`config.mk`:
```
export PLATFORM = sky130hd
export DESIGN_NAME = quadram_arbiter
export DESIGN_NICKNAME = d
export VERILOG_FILES = /design/src/rtl/quadram_arbiter.sv
export SDC_FILE = /design/constraint.sdc
export NUM_CORES = 1
export LEC_CHECK = 0
export CORE_AREA = 2 2 105 107
export DETAILED_ROUTE_END_ITERATION = 7
export DIE_AREA = 0 0 107 109
export PLACE_DENSITY = 0.72
export SKIP_LAST_GASP = 1
export SLEW_MARGIN = 40
export SYNTH_ARGS = -nofsm -noshare
export SYNTH_HDL_FRONTEND = slang
export SYNTH_SLANG_ARGS = --single-unit
```
`constraint.sdc`:
```
create_clock -name clk -period 2.8 [get_ports clk]
set_input_delay 0.7 -clock clk [delete_from_list [all_inputs] [get_ports clk]]
set_output_delay 0.7 -clock clk [all_outputs]
set_load 0.01 [all_outputs]
```
`src/rtl/quadram_arbiter.sv`:
```
// quadram_arbiter: round-robin front end for the single-port 2048x32 quad RAM.
// Grants one requester per cycle, routes its request onto the RAM pins, returns
// read data one cycle later, and sequences a drained end-of-run RAM dump.

// Per-requester response tracker: remembers that this lane's read was accepted
// so the registered RAM output can be steered back to it next cycle.
module quadram_arbiter_lane (
  input  logic clk,
  input  logic rst_n,
  input  logic acc,
  input  logic rd,
  output logic pend
);
  // One-cycle read-response flag; reset discards any in-flight response.
  always_ff @(posedge clk or negedge rst_n)
    if (!rst_n) pend <= 1'b0;
    else        pend <= acc & rd;
endmodule

module quadram_arbiter #(
  parameter int N_REQ   = 3,
  parameter int A_WIDTH = 11
) (
  input  logic                       clk,
  input  logic                       rst_n,
  input  logic [N_REQ-1:0]           req_valid,
  output logic [N_REQ-1:0]           req_ready,
  input  logic [N_REQ-1:0]           req_lock,
  input  logic [4*N_REQ-1:0]         req_we,
  input  logic [A_WIDTH*N_REQ-1:0]   req_addr,
  input  logic [32*N_REQ-1:0]        req_wdata,
  output logic [N_REQ-1:0]           rsp_valid,
  output logic [31:0]                rsp_rdata,
  output logic                       ram_en,
  output logic [3:0]                 ram_we,
  output logic [A_WIDTH-1:0]         ram_addr,
  output logic [31:0]                ram_din,
  input  logic [31:0]                ram_dout,
  output logic                       ram_wr,
  input  logic                       dump_req,
  output logic                       dump_ack
);
  localparam int              PW   = $clog2(N_REQ);
  localparam logic [PW:0]     NR   = (PW+1)'(N_REQ);
  localparam logic [PW-1:0]   LAST = PW'(N_REQ-1);

  localparam logic [1:0] S_ARB   = 2'd0;
  localparam logic [1:0] S_DRAIN = 2'd1;
  localparam logic [1:0] S_DUMP  = 2'd2;
  localparam logic [1:0] S_DONE  = 2'd3;

  typedef struct packed {
    logic [3:0]         we;
    logic [A_WIDTH-1:0] addr;
    logic [31:0]        wdata;
  } req_t;

  req_t [N_REQ-1:0] rq;
  logic [1:0]       state, state_nx;
  logic [PW-1:0]    ptr, gidx;
  logic [PW:0]      scan;
  logic             found, grant_en, acc;
  logic [N_REQ-1:0] gnt, pend;

  // Unpack the flat request buses and attach a response tracker per lane.
  for (genvar g = 0; g < N_REQ; g++) begin : g_lane
    assign rq[g].we    = req_we[4*g +: 4];
    assign rq[g].addr  = req_addr[A_WIDTH*g +: A_WIDTH];
    assign rq[g].wdata = req_wdata[32*g +: 32];

    quadram_arbiter_lane u_lane (
      .clk  (clk),
      .rst_n(rst_n),
      .acc  (gnt[g]),
      .rd   (rq[g].we == 4'b0000),
      .pend (pend[g])
    );
  end

  // Grants are only possible in ARB without a pending dump; gating with rst_n
  // keeps ready and the RAM pins low for the whole reset window.
  assign grant_en = rst_n & (state == S_ARB) & ~dump_req;

  // Scan from the pointer upward modulo N_REQ for the first valid requester.
  always_comb begin
    gnt   = '0;
    gidx  = '0;
    found = 1'b0;
    scan  = '0;
    for (int k = 0; k < N_REQ; k++) begin
      scan = {1'b0, ptr} + (PW+1)'(k);
      if (scan >= NR) scan = scan - NR;
      if (!found && req_valid[scan[PW-1:0]]) begin
        found = 1'b1;
        gidx  = scan[PW-1:0];
      end
    end
    if (grant_en && found) gnt[gidx] = 1'b1;
  end

  assign acc       = grant_en & found;
  assign req_ready = gnt;

  // RAM request pins follow the winner and are all-zero when nothing is accepted.
  always_comb begin
    ram_en   = acc;
    ram_we   = '0;
    ram_addr = '0;
    ram_din  = '0;
    if (acc) begin
      ram_we   = rq[gidx].we;
      ram_addr = rq[gidx].addr;
      ram_din  = rq[gidx].wdata;
    end
  end

  // Read data is shared; only the lane whose read landed sees a valid bit.
  assign rsp_valid = pend;
  assign rsp_rdata = (|pend) ? ram_dout : '0;

  // Priority pointer: lock pins priority on the winner, otherwise rotate past it.
  always_ff @(posedge clk or negedge rst_n)
    if (!rst_n)   ptr <= '0;
    else if (acc) ptr <= req_lock[gidx] ? gidx : ((gidx == LAST) ? '0 : gidx + 1'b1);

  // Dump sequencer next state; once started, DRAIN/DUMP always run to DONE.
  always_comb begin
    state_nx = state;
    case (state)
      S_ARB:   if (dump_req) state_nx = S_DRAIN;
      S_DRAIN: state_nx = S_DUMP;
      S_DUMP:  state_nx = S_DONE;
      S_DONE:  if (!dump_req) state_nx = S_ARB;
      default: state_nx = S_ARB;
    endcase
  end

  // State register.
  always_ff @(posedge clk or negedge rst_n)
    if (!rst_n) state <= S_ARB;
    else        state <= state_nx;

  assign ram_wr   = (state == S_DUMP);
  assign dump_ack = (state == S_DONE);
endmodule

```
==> impl_results.md <==
* Hold Path Depth at 3
* CP arrival at 2580 ps
* Hold wc startpoint: state[1]
* Cells along the critical path: ha_4, buf_6, nand3b_1, o21a_4, buf_12, nor3_4, buf_6, buf_12, o21ai_1, a31oi_2, dlygate4sd2_1
* Routed vias/inst at 5.13
* Hold Buf Count CTS at 0
* Global-route wire length before repair at 20900 um
* Sequential fraction of design power at 0.040
* Worst reg2reg path endpoint: g_lane[0].u_lane.pend
* Final Cycle Share at 1.17
* CP max FO at 8
* Worst Clk Skew at 3.77 ps
* Iteration-0 DRC Markers at 196
* Post-route cell area at 0.00610 mm2
* Met1 WL at 5200 um
* Status: complete, but fails checks
* Clock Tree Root: clkbuf_8
* R2R Setup Slk at 250 ps
* VDD IR-drop max at 0.376 mV
* Crit-path max cell delay at 410 ps
* #FFs+latches synth at 7
* Final core utilization at 0.575
* Synth Flop Type: dfrtp_1
* Rows at 38
* NetSw at 1.77 mW
* Worst-path clk slew at 40 ps
* Fraction of layout cells with a size suffix above 1 at 0.334
* Commonest non-fill, non-tap cell in the layout: clkdlybuf4s50_1
* Yosys top cell by area: a31oi_1
* Die span in y at 109 um
* Crit start category: register
* Vias in the first global route at 4107
* Top Ports at 270
* Slew margin rel. at 0.800
* Wire per inst at 18.5 um
* Pin count of the biggest net entering global routing at 37
* Failing checks: negative setup slack
* Placed insts at 743
* Netlist cell types at 43
* Slew Viols, Final at 0
* CTS tree: yes
* Total power at 3.77 mW
* Crit-path slowest cell: dfrtp_1
* GRT Overall Usage at 0.231
* Clk pwr share at 0.041
* Net Sw Frac at 0.470
* Top cell type's share of synthesized area at 0.133
* RSZ-0062 raised after global routing: true
* Cell Int Power at 2.00 mW
* # DRC at 0
* Top Metal Used: met4
* Hold Vio Cnt, Final at 0
* Reg2Reg Depth at 13
* Die width at 107 um
* # nets final at 843
* Starting Density at 0.208
* Worst Hold Path EP: state[1]
* Comb power frac at 0.918
* Via count at 4072
* DR WL met2 at 7790 um
* Total wire length at 14700 um
* Post-route setup slack at -478 ps
* Syn avg cell area at 6.47 um2
* DR pass1 iterations at 4
* Synth warn at 0
* Number of flops mapped to enable cells by yosys at 0
* Slew of the pin with the lowest slew margin at 295 ps
* Tmin final at 3280 ps
* Mapped Area at 0.00221 mm2
* Detail Placement HPWL at 9860 um
* Pwr dens at 618 mW/mm2
* Sequential area share after synthesis at 0.0794
* Max Root-Sink Buffers at 2
* Syn Nets at 530
* Maximum clock rate at 305 MHz
* Pleak at 2.41 nW
* Level count of the clock H-tree at 1
* CTS buffer count at 3
* Post-place setup slack at -1040 ps
* Commonest non-fill, non-tap cells in the layout: clkdlybuf4s50_1, o21ai_1, buf_2
* DR WL met3 at 1240 um
* Worst setup path category: register to primary output
* Max-cap violations at 0
* Placed cell areas at 0.00531 mm2
* Clk_lat worst skew at 240 ps
* P&R area growth vs syn at 176%
* Routed Antenna Nets at 0
* Port Buf Inserts at 269
* Tightest hold margin at 697 ps
* Reg-to-Reg Start: ptr[0]
* Ys async rst share at 1.00
* Final TNS setup at -20320 ps
* Mapped Cells at 341
* Largest cells by area after synthesis: a31oi_1, o21ai_0, o21ai_1
* Die Footprint at 0.0117 mm2
* Layout Cells excl Fill at 793
* N_diodes at 0
* CP Capture Type: primary output
* Clock sink count at 7
* Setup-failing EPs final at 51
* Initial antenna violation count at 0
* GP Congestion at 0.855
* Core Area at 0.0106 mm2
* Worst hold path type: register to register
* WP data required at 2100 ps
* Grt ovf at 0
[cell type report]
class	count	area, um2
flip-flops and latches	7	175
inverters	9	36.3
repair buffers	354	3590
multi-input cells	279	2080
clock buffers	4	45.0
fillers	949	4500
well taps	140	175
[Yosys cell counts (all sizes together) (2+ instances only)]
cell type and number:
nand2b 2, nor2b 33, buf 32, o21a 2
o31ai 2, o21ai 99, a21oi 3, clkbuf 14
nand2 2, mux2i 3, o32ai 2, ha 7
or4 4, and2 2, dfrtp 7, nor3 4
nand3 47, a31oi 47, nor2 7, inv 9
[layer usage]
layer  vias to the layer above  global-route usage
met5                         -                   0
met2                       249               0.459
li1                       1909                   -
met1                      1883               0.238
met3                        31              0.0442
met4                         0              0.0853
[worst max-delay path by stage]
stage	startpoint	endpoint	cells after the start	slack [ps]
2_1_floorplan	ptr[0]	req_ready[2]	10	20
3_3_place_gp	req_valid[1]	ram_din[1]	9	-1040
3_5_place_dp	req_valid[2]	ram_din[1]	9	-1040
4_1_cts	ptr[1]	ram_din[3]	11	-470
5_1_grt	ptr[0]	ram_din[23]	13	-570
6_report	ptr[1]	ram_addr[5]	11	-480
[cell families (layout without fill, tap and decap cells)]
logic type / count (synthesis) / after routing / share of synthesized area
buffers and inverters: 55 / 367 / 0.141
DFF: 7 / 7 / 0.0794
adders and majority gates: 7 / 7 / 0.0397
muxes: 3 / 3 / 0.0136
AOI/OAI and AO/OA: 164 / 164 / 0.437
and+or+nand+nor: 105 / 105 / 0.290
[critical path, delay by kind of cell, from the launching register on]
kind                     cells  cell delay, ps
buffers and inverters        5             840
adder cells (fa/ha/maj)      1             320
AND/OR/NAND/NOR              2             330
AO/OA/AOI/OAI                3             430
flip-flops                   1             410
[power groups by stage]
| stage | combinational, mW | sequential, mW | clock, mW |
|---|---|---|---|
| detailed placement | 2.48 | 0.153 | 0 |
| finish | 3.46 | 0.152 | 0.155 |
| floorplan | 1.38 | 0.148 | 0 |
| CTS | 3.25 | 0.152 | 0.145 |
| global placement | 2.44 | 0.150 | 0 |
| global route | 3.68 | 0.156 | 0.160 |
[sequential cells by signal, indices dropped and copies added, names as in the netlist]
signal / flops
state: 2
g_lane.u_lane.pend: 3
ptr: 2
[repair_timing]
item                       CTS  global route
setup buffers               26            10
gates resized for setup    281            68
setup endpoints to repair   51            51
pin swaps                   22            13
cloned                      12             1
Power figures use the tool's default switching activity.
